==> config.mk <==
export PLATFORM = sky130hd
export DESIGN_NAME = expu_issuer
export DESIGN_NICKNAME = d
export VERILOG_FILES = /design/src/rtl/expu_issuer.sv
export SDC_FILE = /design/constraint.sdc
export NUM_CORES = 1
export LEC_CHECK = 0
export ABC_AREA = 1
export BUFFER_PORTS_ARGS = -buffer_cell sky130_fd_sc_hd__buf_2
export CAP_MARGIN = 15
export CORE_AREA = 2 2 72 74
export CTS_CLUSTER_SIZE = 14
export DETAILED_ROUTE_END_ITERATION = 10
export DIE_AREA = 0 0 74 76
export GPL_TIMING_DRIVEN = 0
export MAX_ROUTING_LAYER = met4
export PLACE_DENSITY = 0.81
export SKIP_CTS_REPAIR_TIMING = 1
export SYNTH_ARGS = -nofsm -noshare
export SYNTH_HDL_FRONTEND = slang
export SYNTH_SLANG_ARGS = --single-unit
export TNS_END_PERCENT = 10
==> constraint.sdc <==
create_clock -name clk_i -period 2.16 [get_ports clk_i]
set_input_delay 0 -clock clk_i [delete_from_list [all_inputs] [get_ports clk_i]]
set_output_delay 0 -clock clk_i [all_outputs]
set_load 0.005 [all_outputs]
==> src/rtl/expu_issuer.sv <==
// expu_issuer: packs a stream of scalar FP operands into N_ROWS-lane beats and issues them to the EXPU.
// Define EXPU_ISSUER_DOUBLE_BUFFER_EN for separate packing and output registers (ping-pong).

// Minimal stand-in for the fpnew format package, enough to size the operand width.
package fpnew_pkg;
    typedef enum logic [2:0] {FP32, FP64, FP16, FP8, FP16ALT, FP8ALT} fp_format_e;

    function automatic int unsigned fp_width(fp_format_e fmt);
        case (fmt)
            FP32:    return 32;
            FP64:    return 64;
            FP16:    return 16;
            FP16ALT: return 16;
            FP8:     return 8;
            FP8ALT:  return 8;
            default: return 16;
        endcase
    endfunction
endpackage

module expu_issuer #(
    parameter fpnew_pkg::fp_format_e FPFORMAT  = fpnew_pkg::FP16ALT,
    parameter int unsigned           N_ROWS    = 1,
    parameter int unsigned           LEN_WIDTH = 16,
    localparam int unsigned          WIDTH     = fpnew_pkg::fp_width(FPFORMAT)
) (
    input  logic                           clk_i,
    input  logic                           rst_ni,
    input  logic                           clear_i,
    input  logic                           enable_i,
    input  logic                           start_i,
    input  logic [LEN_WIDTH-1:0]           len_i,
    input  logic                           in_valid_i,
    input  logic [WIDTH-1:0]               in_data_i,
    output logic                           in_ready_o,
    output logic                           valid_o,
    input  logic                           ready_i,
    output logic [N_ROWS-1:0][WIDTH-1:0]   op_o,
    output logic [N_ROWS-1:0]              strb_o,
    output logic                           tag_o,
    input  logic                           expu_busy_i,
    output logic                           busy_o,
    output logic                           done_o
);

    localparam int unsigned             LANE_W    = (N_ROWS > 1) ? $clog2(N_ROWS) : 1;
    localparam logic [LANE_W-1:0]       LAST_LANE = LANE_W'(N_ROWS - 1);

    typedef enum logic [1:0] {IDLE, RUN, DRAIN, DONE} state_e;

    state_e                        state;
    logic [LEN_WIDTH-1:0]          remaining;
    logic [LANE_W-1:0]             lane;

    logic                          accept;
    logic                          last_op;
    logic                          close;
    logic                          hs;
    logic                          buf_free;
    logic [N_ROWS-1:0][WIDTH-1:0]  src_op;
    logic [N_ROWS-1:0]             src_strb;
    logic [N_ROWS-1:0][WIDTH-1:0]  beat_op;
    logic [N_ROWS-1:0]             beat_strb;

`ifdef EXPU_ISSUER_DOUBLE_BUFFER_EN
    logic [N_ROWS-1:0][WIDTH-1:0]  pack_op;
    logic [N_ROWS-1:0]             pack_strb;
    logic                          pack_tag;
    logic                          pack_full;

    assign src_op   = pack_op;
    assign src_strb = pack_strb;
    assign buf_free = ~pack_full;
`else
    // The output register doubles as the packing register.
    assign src_op   = op_o;
    assign src_strb = strb_o;
    assign buf_free = ~valid_o;
`endif

    assign in_ready_o = enable_i & (state == RUN) & buf_free & (remaining != '0);
    assign accept     = in_valid_i & in_ready_o;
    assign last_op    = (remaining == LEN_WIDTH'(1));
    assign close      = accept & ((lane == LAST_LANE) | last_op);
    assign hs         = enable_i & valid_o & ready_i;

    always_comb begin
        beat_op   = src_op;
        beat_strb = src_strb;
        for (int i = 0; i < N_ROWS; i++) begin
            if (lane == LANE_W'(i)) begin
                beat_op[i]   = in_data_i;
                beat_strb[i] = 1'b1;
            end
        end
    end

    always_ff @(posedge clk_i or negedge rst_ni) begin
        if (!rst_ni) begin
            state     <= IDLE;
            remaining <= '0;
            lane      <= '0;
            busy_o    <= 1'b0;
            done_o    <= 1'b0;
        end else if (clear_i) begin
            state     <= IDLE;
            remaining <= '0;
            lane      <= '0;
            busy_o    <= 1'b0;
            done_o    <= 1'b0;
        end else if (enable_i) begin
            done_o <= 1'b0;
            case (state)
                IDLE: begin
                    if (start_i) begin
                        remaining <= len_i;
                        busy_o    <= 1'b1;
                        if (len_i == '0) begin
                            state  <= DONE;
                            done_o <= 1'b1;
                        end else begin
                            state <= RUN;
                        end
                    end
                end
                RUN: begin
                    if (accept) begin
                        remaining <= remaining - 1'b1;
                        lane      <= close ? '0 : lane + 1'b1;
                    end
                    if (hs && tag_o) begin
                        state <= DRAIN;
                    end
                end
                DRAIN: begin
                    if (!expu_busy_i) begin
                        state  <= DONE;
                        done_o <= 1'b1;
                    end
                end
                DONE: begin
                    state  <= IDLE;
                    busy_o <= 1'b0;
                end
                default: begin
                    state <= IDLE;
                end
            endcase
        end
    end

`ifdef EXPU_ISSUER_DOUBLE_BUFFER_EN
    // A beat that closes while the output is stalled parks in the packing register
    // and moves to the output on the next handshake.
    always_ff @(posedge clk_i or negedge rst_ni) begin
        if (!rst_ni) begin
            valid_o   <= 1'b0;
            op_o      <= '0;
            strb_o    <= '0;
            tag_o     <= 1'b0;
            pack_op   <= '0;
            pack_strb <= '0;
            pack_tag  <= 1'b0;
            pack_full <= 1'b0;
        end else if (clear_i) begin
            valid_o   <= 1'b0;
            op_o      <= '0;
            strb_o    <= '0;
            tag_o     <= 1'b0;
            pack_op   <= '0;
            pack_strb <= '0;
            pack_tag  <= 1'b0;
            pack_full <= 1'b0;
        end else if (enable_i) begin
            if (hs) begin
                if (pack_full) begin
                    op_o      <= pack_op;
                    strb_o    <= pack_strb;
                    tag_o     <= pack_tag;
                    pack_op   <= '0;
                    pack_strb <= '0;
                    pack_tag  <= 1'b0;
                    pack_full <= 1'b0;
                end else begin
                    valid_o <= 1'b0;
                    op_o    <= '0;
                    strb_o  <= '0;
                    tag_o   <= 1'b0;
                end
            end
            if (accept) begin
                if (close) begin
                    pack_op   <= '0;
                    pack_strb <= '0;
                    if (!valid_o || ready_i) begin
                        valid_o <= 1'b1;
                        op_o    <= beat_op;
                        strb_o  <= beat_strb;
                        tag_o   <= last_op;
                    end else begin
                        pack_op   <= beat_op;
                        pack_strb <= beat_strb;
                        pack_tag  <= last_op;
                        pack_full <= 1'b1;
                    end
                end else begin
                    pack_op   <= beat_op;
                    pack_strb <= beat_strb;
                end
            end
        end
    end
`else
    always_ff @(posedge clk_i or negedge rst_ni) begin
        if (!rst_ni) begin
            valid_o <= 1'b0;
            op_o    <= '0;
            strb_o  <= '0;
            tag_o   <= 1'b0;
        end else if (clear_i) begin
            valid_o <= 1'b0;
            op_o    <= '0;
            strb_o  <= '0;
            tag_o   <= 1'b0;
        end else if (enable_i) begin
            if (hs) begin
                valid_o <= 1'b0;
                op_o    <= '0;
                strb_o  <= '0;
                tag_o   <= 1'b0;
            end else if (accept) begin
                op_o   <= beat_op;
                strb_o <= beat_strb;
                if (close) begin
                    valid_o <= 1'b1;
                    tag_o   <= last_op;
                end
            end
        end
    end
`endif

endmodule

# == After elaboration in Yosys (flattened, before gate mapping) ==
# Cells that the tools add are included.
# classes
bitwise_logic,10
n_reduce_logical,17
n_addsub,2
eq_ne,9
n_mux,47
# ops
op,count
$mux 16,9
$pmux 16 s2,1
$mux 1,28
$eq 16x1->1 const B,1
$logic_not 16->1,1
$reduce_bool 16->1,1
$sub 16x1->16 const B,1
$mux 2,6
$reduce_and 3->1,4
$reduce_bool 3->1,4
$ne 3x3->1 const B,3
$pmux 2 s4,1
$reduce_and 4->1,2
$and 1x1->1,7
$ne 3x2->1 const B,2
$reduce_bool 2->1,3
$eq 2x2->1 const B,2
$pmux 1 s2,2
$eq 2x1->1 const B,1
$logic_not 2->1,1
$not 1->1,2
$add 1x1->1 const B,1
$logic_and 1x1->1,1
$or 1x1->1,1
# totals
ff_bits,40
output_inout_bits,22

# == Depth between registers and ports, before layout ==
# logic_depth
ltp_word,11
ltp_mapped,11

# == Worst setup path after synthesis ==
# No wires, ideal clock.
# synth_path
path_kind,flip-flop to flip-flop
start,register state[1]
end,register op_o[13] (netlist name)
synth_period_minus_slack_ns,1.740
path_stages_with_launch,11
required_time_ns,2.042
setup_slack_ns,0.420
arrival_time_ns,1.622
n_path_buf,1
setup_time_ns,0.118
cell_sequence,dfrtp_1 -> inv_1 -> ha_1 -> inv_1 -> nor3_4 -> nand3_4 -> o21ai_2 -> inv_2 -> buf_4 -> nand2_1 -> nand2_1
# synth_between
elab_chain_len,7
# synth_rtl
element,line_no,source
start: declaration,51,state_e state;
start signal: assignment,100,state <= IDLE;
start signal: assignment,106,state <= IDLE;
start signal: assignment,119,state <= DONE;
$eq 2x1->1,81,assign in_ready_o = enable_i & (state == RUN) & buf_free & (remaining != '0);
$and 1x1->1 (3 in a row),81,
$and 1x1->1,82,assign accept = in_valid_i & in_ready_o;
$reduce_bool 3->1 (no source line),n/a,
$reduce_and 3->1 (no source line),n/a,
end signal: assignment,232,op_o <= beat_op;
end: declaration,38,"output logic [N_ROWS-1:0][WIDTH-1:0] op_o,"
# Every way passes these cells.
# A chain may end at the register's enable or synchronous reset.

# == Worst setup path after layout ==
# layout_path
start,register state[1]
end,register op_o[15] (netlist name)
# Same word-level chain as after synthesis.

==> out/qor.txt <==
Yosys cell types = 29
Max IR drop VDD = 0.5678 mV
Crit Reg-Reg Endpoint = op_o[15]$_DFFE_PN0P_
I/O Buffers = 61
Clock power frac = 18.4%
Worst Path Required = 2.36 ns
maximum clock frequency = 0.4981 GHz
most frequent cells in the layout = nand2_1, buf_2, inv_1
drt wl/cell = 13.20 µm
Reg2Reg Setup Slack = 0.15 ns
share of layout cells above drive strength 1 = 20.45%
sw frac = 45.21%
CTS sink cnt = 40
vias post-DR = 2612
final worst path period share = 92.94%
status = complete, no violations
Setup-failing EPs final = 0
CTS HTree Levels = 2
Iteration-0 DRC Markers = 285
Hold Path Depth = 5
Lkg Pwr = 1.779 nW
CP Class = flip-flop to flip-flop
first-pass GRT wire length = 10750 µm
RSZ-0062 raised after global routing = yes
DP HPWL = 4659 µm
Total GRT Usage = 24.90%
Tot Pwr = 0.003499 W
syn_nets = 400
largest net degree at the start of global routing = 41
Vias/cell = 5.122
Placed Cells = 484
Worst Hold End = remaining[12]$_DFFE_PN0P_
max_slew headroom = 39.28%
Root Driver = clkbuf_8
Synth Warn # = 0
crit path launch type = flip-flop
CTS tree = built
Initial Util = 50.33%
Mapped Area = 2472 µm²
Syn Inst Count = 353
Hold WC Path Type = input port to flip-flop
commonest non-fill, non-tap cell in the layout = nand2_1
Reg clk slew, reported paths = 0.08 ns
Multi-input gate area = 1270 µm²
Setup crit end kind = flip-flop
logic gate share of total power = 49.3%
Non-Filler Instances = 510
Total Wirelength = 6734 µm
total CTS buffers = 5
pwr dens = 1105 nW/µm²
fin util = 64.49%
Core Area = 4912 µm²
area delta synth->final = 28.14%
die extent in x = 74 µm
Reg2Reg Depth = 10
min-delay src = len_i[12]
antenna diode count = 0
r2r startpoint = state[1]$_DFFE_PN0P_
Final Hold Viols = 0
vias in the first global route = 2420
Final Skew = 0.003356 ns
Fill cells = 428
Pint = 0.001917 W
Longest Clk Path Bufs = 2
nets@finish = 486
Skew-Pair Late Insertion Delay = 0.30 ns
post-route ant nets = 0
sequential standard cell area = 1001 µm²
max-slew violations = 0
Hold WS = 0.003399 ns
io pins = 62
router iterations before antenna repair = 5
crit path DAT = 2.20 ns
Worst Tran Pin Value = 0.9107 ns
flops & latches, synth = 40
P_sw = 0.001582 W
Max Cap Viol = 0
initial antenna violation count = 0
synthesized area per cell = 7.004 µm²
Reg power frac = 32.4%
Final Wtd Congestion = 0.9878
grt total ovfl = 0
Die Y = 76 µm
worst-path fanout max = 10
fin crit period = 2.007 ns
number of remaining DRC errors = 0
register area share after synthesis = 40.49%
die area = 5624 µm²
num rows = 26
==> sequential cells by signal, summed over array words and instances, names as in the netlist <==
| register | flops |
|---|---|
| op_o | 16 |
| remaining | 16 |
| state | 2 |
| busy_o | 1 |
| done_o | 1 |
| lane | 1 |
| strb_o | 1 |
| tag_o | 1 |
| valid_o | 1 |
==> synthesized netlist by cell type, drive strengths merged <==
cell type | count | area [µm²]
a21boi | 1 | 18.77
a21oi | 10 | 61.31
a22oi | 2 | 15.01
buf | 5 | 36.28
clkbuf | 2 | 7.510
dfrtp | 40 | 1001
ha | 7 | 87.58
inv | 44 | 165.2
nand2 | 122 | 462.9
nand3 | 30 | 162.7
nand3b | 1 | 7.510
nand4 | 10 | 62.56
nor2 | 42 | 162.6
nor3 | 3 | 26.28
o21a | 1 | 7.510
o21ai | 26 | 141.4
o22ai | 4 | 25.02
or2 | 2 | 12.51
xnor2 | 1 | 8.760
==> through the flow <==
stage | setup TNS (ns) | setup WS [ns] | instance area, µm²
3_3_place_gp | 0 | 0.1780 | 2865
6_report | 0 | 0.1525 | 3168
4_1_cts | 0 | 0.08341 | 2980
5_1_grt | -0.01874 | -0.01117 | 3168
3_5_place_dp | 0 | 0.1128 | 2865
2_1_floorplan | 0 | 0.4204 | 2472
==> routing by layer <==
metal  vias up  GRT usage (%)  routed length [µm]
li1       1292              -                   -
met1      1208          32.47                2962
met2        97          38.75                3232
met3        15          4.762                 340
met4         0          8.364                 198
met5         -              -                   0
==> power groups by stage <==
stage / logic [W] / registers (W) / clock network [W]
after floorplan: 0.00126 / 0.00111 / 0
after global placement: 0.00164 / 0.00114 / 0
after detailed placement: 0.00167 / 0.00114 / 0
after CTS: 0.00168 / 0.00113 / 0.000650
after global routing: 0.00198 / 0.00116 / 0.000685
final: 0.00172 / 0.00113 / 0.000642
==> final cells by class <==
type / instances / area share, %
plain buffers: 7 / 1.382
clock buffers: 5 / 2.172
clock inverters: 3 / 1.461
inverters: 44 / 5.213
multi-input cells: 262 / 40.09
flip-flops and latches: 40 / 31.60
well taps: 70 / 2.765
repair buffers: 79 / 15.32
==> worst max-delay path, cell delays in order, from the launching register on <==
cell,delay [ns]
dfrtp_1,0.40
inv_1,0.11
ha_1,0.25
inv_1,0.16
nor3_4,0.24
nand3_4,0.15
o21ai_2,0.18
inv_2,0.10
buf_4,0.18
nand2_1,0.07
nand2_1,0.05
==> logic make-up (layout without fill, tap and decap cells) <==
family / count (synthesis) / after routing / synth area share, %
compound gates: 44 / 44 / 10.88
flops: 40 / 40 / 40.49
buf+inv: 51 / 138 / 8.451
xor+xnor: 1 / 1 / 0.3543
simple gates: 210 / 210 / 36.29
fa+ha+maj: 7 / 7 / 3.542
==> worst max-delay path by stage <==
stage	slack [ns]	from	endpoint
global route	-0.01	state[1]$_DFFE_PN0P_	op_o[15]$_DFFE_PN0P_
CTS	0.08	state[1]$_DFFE_PN0P_	remaining[10]$_DFFE_PN0P_
global placement	0.18	state[1]$_DFFE_PN0P_	remaining[5]$_DFFE_PN0P_
finish	0.15	state[1]$_DFFE_PN0P_	op_o[15]$_DFFE_PN0P_
detailed placement	0.11	state[1]$_DFFE_PN0P_	remaining[10]$_DFFE_PN0P_
floorplan	0.42	state[1]$_DFFE_PN0P_	op_o[13]$_DFFE_PN0P_
Note: power is estimated with default switching activity, not from simulation.
